===== src/rtl/addr_decoder_pkg.sv =====
// -----------------------------------------------------------------------------
// addr_decoder_pkg
// Shared definitions for the CPU address decoder:
//   - BRAM channel indices and channel count
//   - region_t : every decoded region of the 15-bit CPU address map
//   - base/limit constants for each region, plus a range helper
// -----------------------------------------------------------------------------
package addr_decoder_pkg;

  localparam int NUM_CH      = 5;
  localparam int CH_PROG_ROM = 0;
  localparam int CH_PROG_RAM = 1;
  localparam int CH_VECTOR   = 2;
  localparam int CH_MATH     = 3;
  localparam int CH_POKEY    = 4;

  typedef enum logic [3:0] {
    REG_UNMAPPED,
    REG_PROG_RAM,
    REG_IN0,
    REG_DSW0,
    REG_DSW1,
    REG_VGGO,
    REG_VGRST,
    REG_MATH_RD,
    REG_POKEY,
    REG_MATH_WR,
    REG_VECTOR,
    REG_PROG_ROM
  } region_t;

  localparam logic [14:0] PROG_RAM_BASE  = 15'h0000, PROG_RAM_LIMIT  = 15'h07FF;
  localparam logic [14:0] IN0_BASE       = 15'h0800, IN0_LIMIT       = 15'h09FF;
  localparam logic [14:0] DSW0_BASE      = 15'h0A00, DSW0_LIMIT      = 15'h0BFF;
  localparam logic [14:0] DSW1_BASE      = 15'h0C00, DSW1_LIMIT      = 15'h0DFF;
  localparam logic [14:0] VGGO_BASE      = 15'h1200, VGGO_LIMIT      = 15'h13FF;
  localparam logic [14:0] VGRST_BASE     = 15'h1600, VGRST_LIMIT     = 15'h17FF;
  localparam logic [14:0] MATH_RD_BASE   = 15'h1800, MATH_RD_LIMIT   = 15'h181F;
  localparam logic [14:0] POKEY_BASE     = 15'h1820, POKEY_LIMIT     = 15'h185F;
  localparam logic [14:0] MATH_WR_BASE   = 15'h1860, MATH_WR_LIMIT   = 15'h187F;
  localparam logic [14:0] VECTOR_BASE    = 15'h2000, VECTOR_LIMIT    = 15'h3FFF;
  // Only the lower half of vector memory is RAM; the upper half is ROM.
  localparam logic [14:0] VECTOR_WR_LIMIT = 15'h2FFF;
  localparam logic [14:0] PROG_ROM_BASE  = 15'h5000, PROG_ROM_LIMIT  = 15'h7FFF;

  function automatic logic in_range(input logic [14:0] a,
                                    input logic [14:0] lo,
                                    input logic [14:0] hi);
    return (a >= lo) && (a <= hi);
  endfunction

endpackage


===== src/rtl/addr_region_decode.sv =====
// -----------------------------------------------------------------------------
// addr_region_decode
// Pure combinational map from CPU address to region. Bit 15 is ignored.
// Ports:
//   addr   in  16  CPU address
//   region out     decoded region (REG_UNMAPPED when nothing matches)
// -----------------------------------------------------------------------------
module addr_region_decode
  import addr_decoder_pkg::*;
(
  input  logic [15:0] addr,
  output region_t     region
);

  logic [14:0] a;
  assign a = addr[14:0];

  // NOTE: every always_comb output gets a default first so no path leaves it
  // unassigned; otherwise synthesis infers a latch.
  always_comb begin
    region = REG_UNMAPPED;
    if      (in_range(a, PROG_RAM_BASE, PROG_RAM_LIMIT)) region = REG_PROG_RAM;
    else if (in_range(a, IN0_BASE,      IN0_LIMIT))      region = REG_IN0;
    else if (in_range(a, DSW0_BASE,     DSW0_LIMIT))     region = REG_DSW0;
    else if (in_range(a, DSW1_BASE,     DSW1_LIMIT))     region = REG_DSW1;
    else if (in_range(a, VGGO_BASE,     VGGO_LIMIT))     region = REG_VGGO;
    else if (in_range(a, VGRST_BASE,    VGRST_LIMIT))    region = REG_VGRST;
    else if (in_range(a, MATH_RD_BASE,  MATH_RD_LIMIT))  region = REG_MATH_RD;
    else if (in_range(a, POKEY_BASE,    POKEY_LIMIT))    region = REG_POKEY;
    else if (in_range(a, MATH_WR_BASE,  MATH_WR_LIMIT))  region = REG_MATH_WR;
    else if (in_range(a, VECTOR_BASE,   VECTOR_LIMIT))   region = REG_VECTOR;
    else if (in_range(a, PROG_ROM_BASE, PROG_ROM_LIMIT)) region = REG_PROG_ROM;
  end

endmodule


===== src/rtl/addr_decoder.sv =====
// -----------------------------------------------------------------------------
// addr_decoder
// CPU address decoder: steers CPU address/data to five BRAM channels, builds
// per-channel write enables, generates vector-generator go/reset strobes and
// muxes CPU read data with one CPU-cycle latency.
// Ports:
//   clk, rst_l (sync, active-low), clk_en (CPU cycle enable, one clk wide)
//   addr[15:0], we, dataFromCore[7:0]           CPU bus
//   halt, clk_3KHz, self_test, coin              IN0 inputs
//   option_switch[15:0]                          DIP switches (DSW0/DSW1)
//   dataFromBram[5][8]                           per-channel read data
//   addrToBram[5][16], dataToBram[5][8], weEnBram[5]  per-channel BRAM bus
//   dataToCore[7:0], vggo, vgrst                 CPU read data, VG strobes
// Configuration:
//   ADDR_DECODER_OPEN_BUS_EN  defined: unmapped reads return the last value
//                             driven for a mapped read; undefined: 8'hFF.
// -----------------------------------------------------------------------------
module addr_decoder
  import addr_decoder_pkg::*;
(
  input  logic                   clk,
  input  logic                   rst_l,
  input  logic                   clk_en,
  input  logic [15:0]            addr,
  input  logic                   we,
  input  logic [7:0]             dataFromCore,
  input  logic                   halt,
  input  logic                   clk_3KHz,
  input  logic                   self_test,
  input  logic                   coin,
  input  logic [15:0]            option_switch,
  input  logic [NUM_CH-1:0][7:0] dataFromBram,
  output logic [NUM_CH-1:0][15:0] addrToBram,
  output logic [NUM_CH-1:0][7:0] dataToBram,
  output logic [NUM_CH-1:0]      weEnBram,
  output logic [7:0]             dataToCore,
  output logic                   vggo,
  output logic                   vgrst
);

  region_t     region;
  region_t     region_q;
  logic [7:0]  in0_q;
  logic [7:0]  dsw0_q;
  logic [7:0]  dsw1_q;
  logic        mapped_hit;
  logic [7:0]  mapped_data;
  logic [7:0]  unmapped_data;

  addr_region_decode u_region (
    .addr   (addr),
    .region (region)
  );

  // Every channel sees the raw CPU address and write data.
  assign addrToBram = {NUM_CH{addr}};
  assign dataToBram = {NUM_CH{dataFromCore}};

  // Write enables. PROG_ROM, IN0 and DSW are read-only; watchdog (1400) and
  // coin counter (1000) writes fall in unmapped space and are simply dropped.
  always_comb begin
    weEnBram = '0;
    if (rst_l && we) begin
      case (region)
        REG_PROG_RAM: weEnBram[CH_PROG_RAM] = 1'b1;
        REG_VECTOR:   weEnBram[CH_VECTOR]   = (addr[14:0] <= VECTOR_WR_LIMIT);
        REG_POKEY:    weEnBram[CH_POKEY]    = 1'b1;
        REG_MATH_WR:  weEnBram[CH_MATH]     = 1'b1;
        default:      ;
      endcase
    end
  end

  assign vggo  = rst_l & clk_en & we & (region == REG_VGGO);
  assign vgrst = rst_l & clk_en & we & (region == REG_VGRST);

  // Region and input ports are captured together so the read mux sees a
  // coherent snapshot for the whole CPU cycle.
  // NOTE: sequential state uses non-blocking assignments so every register
  // samples pre-edge values regardless of statement order.
  always_ff @(posedge clk) begin
    if (!rst_l) begin
      region_q <= REG_UNMAPPED;
      in0_q    <= 8'hFF;
      dsw0_q   <= 8'hFF;
      dsw1_q   <= 8'hFF;
    end else if (clk_en) begin
      region_q <= region;
      in0_q    <= {clk_3KHz, halt, 1'b1, self_test, 1'b1, 1'b1, ~coin, 1'b1};
      dsw0_q   <= option_switch[7:0];
      dsw1_q   <= option_switch[15:8];
    end
  end

  // Strobe-only and write-only ranges are part of the map but read as 8'hFF.
  always_comb begin
    mapped_hit  = 1'b1;
    mapped_data = 8'hFF;
    case (region_q)
      REG_PROG_RAM: mapped_data = dataFromBram[CH_PROG_RAM];
      REG_IN0:      mapped_data = in0_q;
      REG_DSW0:     mapped_data = dsw0_q;
      REG_DSW1:     mapped_data = dsw1_q;
      REG_MATH_RD:  mapped_data = dataFromBram[CH_MATH];
      REG_POKEY:    mapped_data = dataFromBram[CH_POKEY];
      REG_VECTOR:   mapped_data = dataFromBram[CH_VECTOR];
      REG_PROG_ROM: mapped_data = dataFromBram[CH_PROG_ROM];
      REG_VGGO, REG_VGRST, REG_MATH_WR: mapped_data = 8'hFF;
      default:      mapped_hit  = 1'b0;
    endcase
  end

`ifdef ADDR_DECODER_OPEN_BUS_EN
  // Holds the value driven during the CPU cycle that is ending; it becomes
  // visible if the cycle that starts now reads unmapped space.
  logic [7:0] bus_q;
  always_ff @(posedge clk) begin
    if (!rst_l)
      bus_q <= 8'hFF;
    else if (clk_en && mapped_hit)
      bus_q <= mapped_data;
  end
  assign unmapped_data = bus_q;
`else
  assign unmapped_data = 8'hFF;
`endif

  assign dataToCore = !rst_l     ? 8'hFF :
                      mapped_hit ? mapped_data : unmapped_data;

endmodule


===== config.mk =====
export PLATFORM = sky130hd
export DESIGN_NAME = addr_decoder
export DESIGN_NICKNAME = d
export VERILOG_FILES = /design/src/rtl/addr_decoder_pkg.sv /design/src/rtl/addr_region_decode.sv /design/src/rtl/addr_decoder.sv
export SDC_FILE = /design/constraint.sdc
export NUM_CORES = 1
export LEC_CHECK = 0
export CAP_MARGIN = 20
export CORE_MARGIN = 2
export CORE_UTILIZATION = 31
export CTS_CLUSTER_DIAMETER = 80
export DETAILED_ROUTE_END_ITERATION = 6
export HOLD_SLACK_MARGIN = 0.05
export PLACE_DENSITY = 0.88
export SLEW_MARGIN = 15
export SYNTH_ARGS = -nofsm -noshare
export SYNTH_HDL_FRONTEND = slang
export SYNTH_SLANG_ARGS = --single-unit

===== constraint.sdc =====
create_clock -name clk -period 1.65 [get_ports clk]
set_clock_uncertainty 0.1 [all_clocks]
set_input_delay 0.2475 -clock clk [delete_from_list [all_inputs] [get_ports clk]]
set_output_delay 0.2475 -clock clk [all_outputs]
set_load 0.01 [all_outputs]

==> results by group <==
Status
  • Outcome: complete, but fails checks
  • Failing checks: setup timing

Detailed routing
  • Via/cell ratio: ~5.2
  • DR iter-0 viols: between 100 and 150
  • Detail Route Antenna Nets: 0
  • Via count: about 2.9k
  • Post-Route WL: ~10000 µm
  • Drt wl/cell: 18.41 µm
  • Drt drc: 0
  • TritonRoute pass-1 iters: 4

Setup path
  • CP Data Required Time: approximately 1.3 ns
  • Startpoint Class: flip-flop
  • Critical Path AT: 1.79 ns
  • Crit-path max FO: 4
  • Buf/Inv on CP: 4
  • Max incr delay on CP: roughly 0.37 ns
  • Worst path top cell family by delay: buffers and inverters
  • Worst setup EP type: output port
  • Crit-path cells: buf_6 > nor2b_4 > buf_6 > buf_6 > a32oi_1 > o22a_1 > nand4_1 > buf_2
  • Reg2reg setup slack: between 0.4 and 0.5 ns
  • CP max-delay cell: dfxtp_4
  • Most common cell on crit path: buf_6
  • Critical path class: flip-flop to output port

Cells and area
  • Nets: ~540
  • Fill cells: about 730
  • Area grow syn2layout: 60.44%
  • Share of layout cells above drive strength 1: 40.63%
  • Antenna fix cells: 0
  • Post-route cell area: 4491 µm²
  • Finished Layout Cells: 556

STA
  • RSZ-0062 raised after global routing: yes
  • Worst Setup Slack, final: -0.4878 ns
  • Crit path time final: between 2 and 2.5 ns
  • Max Clk Rate: between 400 and 500 MHz
  • Tcrit/Tclk final: 129.6%
  • Pins Over Slew Limit: 0
  • Final Hold Viols: 0
  • Setup-failing EPs final: 15
  • Hold_ws: a little under 0.4 ns

Yosys
  • Ys async rst share: 0%
  • Yosys reg bits: 24
  • Netlist Area Pre-Place: 2799 µm²
  • Register area share after synthesis: between 10% and 20%
  • Synth Warn #: 0
  • Top FF cell, synth: dfxtp_1
  • Mapped Cells: 358
  • Syn nets: 446
  • Distinct cells, synth: 60
  • Avg Synthesized Cell Area: just under 8 µm²
  • Post-synth EDFFs: 0

Floorplanning
  • IO Count: ~220
  • Die Ht: between 90 and 100 µm
  • Die area: about 10000 µm²
  • Starting Density: 32.09%
  • Rows: 34
  • Die width: slightly below 100 µm
  • Core Area: approximately 8700 µm²

Clocking
  • H-tree depth: 1
  • TritonCTS clock tree: built
  • Clock transition at path regs: roughly 0.090 ns
  • Max clock buf depth: 2
  • Worst skew pair latency: between 0.2 and 0.3 ns
  • Clk sinks: 24
  • Root Driver: clkbuf_8
  • CTS Buf Count: 3

Power and ir drop
  • Leak: 1.846 nW
  • Clock share of power: 22.3%
  • Combinational power share: about half
  • Seq pwr share: between 20 and 30%
  • P_int: between 1.5 and 2 mW
  • Final Power: ~2.3 mW
  • Worst VDD drop: 0.3526 mV
  • Sw frac: a little under a third
  • P_sw: 0.7266 mW
  • Power per cell area: around 520 nW/µm²

Placed design
  • Placed Area: 3835 µm²
  • PortBufs: ~140
  • GPL Wtd Cong: roughly 0.86
  • Dpl ws: -1.243 ns
  • Final HPWL from detailed placement: 6737 µm
  • Placed cells: approximately 530

Min path
  • Hold Path Class: flip-flop to flip-flop

Job
  • Max_cap viols: 0

GRT
  • Largest net degree at the start of global routing: 30
  • Congestion Overflow GR: 0
  • GRT Total Usage: between 10% and 20%
  • First-pass GRT wire length: 14230 µm
  • Antenna violations before repair: 0
  • Vias in the first global route: ~2.9k
-- cells by family (layout without fill, tap and decap cells) --
| logic type | after synthesis | after routing | share of synthesized area, % |
|---|---|---|---|
| buffers and inverters | 145 | 235 | 35.81 |
| AND/OR/NAND/NOR | 90 | 90 | 18.28 |
| AO/OA/AOI/OAI | 68 | 68 | 17.61 |
| multiplexers | 28 | 28 | 10.37 |
| flip-flops | 24 | 24 | 17.17 |
| XOR/XNOR | 2 | 2 | 0.6260 |
| other | 1 | 1 | 0.1340 |
-- metal layers --
metal	GRT usage (%)	vias up	part of all wire, %
met2	33.16	134	54
met5	0	-	0
met3	2.766	32	5.9
li1	-	1312	-
met4	6.849	0	3.2
met1	19.48	1417	37
-- final cells by class --
cell class	count	area, µm²	area share (%)
timing repair buffer	228	2128	47.39
multi-input combinational	189	1649	36.72
sequential	24	495.5	11.03
tap	108	135.1	3.009
clock buffer	3	41.29	0.9195
clock inverter	1	30.03	0.6687
inverter	3	11.26	0.2508
-- repair_timing --
item,4_1_cts,5_1_grt
pin swaps,31,27
hold buffers,0,0
gates resized for setup,167,46
cloned,0,1
setup endpoints to repair,68,14
setup buffers,14,11
-- power groups by stage --
| stage | Clock (mW) | Combinational, mW | Sequential [mW] |
|---|---|---|---|
| CTS | 0.527 | 1.05 | 0.643 |
| floorplan | 0 | 0.654 | 0.642 |
| global route | 0.552 | 1.23 | 0.652 |
| detailed placement | 0 | 0.949 | 0.659 |
| global placement | 0 | 0.925 | 0.658 |
| finish | 0.524 | 1.18 | 0.646 |
-- state kept, by name, indices dropped and copies added (netlist names) --
name,cells
dsw1_q,8
region_q,4
dsw0_q,8
in0_q,4
-- worst paths after layout --
| path | start | to | cells past startpoint |
|---|---|---|---|
| setup / recovery | region_q[3] | dataToCore[4] | 8 |
| setup reg to reg | region_q[3] | region_q[3] | 4 |
| hold / removal | dsw1_q[7] | dsw1_q[7] | 2 |
| hold reg to reg | dsw1_q[7] | dsw1_q[7] | 2 |
-- per-stage QoR --
stage / setup TNS [ns] / util [%]
after floorplan: -0.7719 / -
after global placement: -22.46 / 43.97
after detailed placement: -24.75 / 43.97
after CTS: -5.343 / 48.13
after global routing: -6.540 / 51.49
final: -5.834 / 51.49
-- Yosys cell counts (5+ instances only) --
cell,count,area share [%]
a32oi_1,6,1.9
a22oi_1,5,1.3
nor2b_1,8,1.8
mux2_2,8,3.2
nor2_1,10,1.3
clkbuf_1,15,2.0
dfxtp_1,24,17
nand2_1,30,4.0
a21oi_1,11,2.0
mux2i_1,20,7.2
o21ai_0,12,2.1
buf_4,121,32
-- worst register-to-register path, cell delays in order, from the launching register on --
cell and delay, ns:
dfxtp_4 0.37, buf_6 0.13, buf_6 0.11, buf_4 0.13
o211a_1 0.22
-- cell usage in the layout, fill, tap and decap left out, drive strengths merged, types with 5 or more instances in the layout --
master	count
buf	113
clkdlybuf4s50	111
nand2	30
dfxtp	24
mux2i	20
o21ai	13
a21oi	11
nor2	10
mux2	8
nor2b	8
a32oi	6
a22oi	5
nor3b	5
nand2b	5
Power figures use the tool's default switching activity.
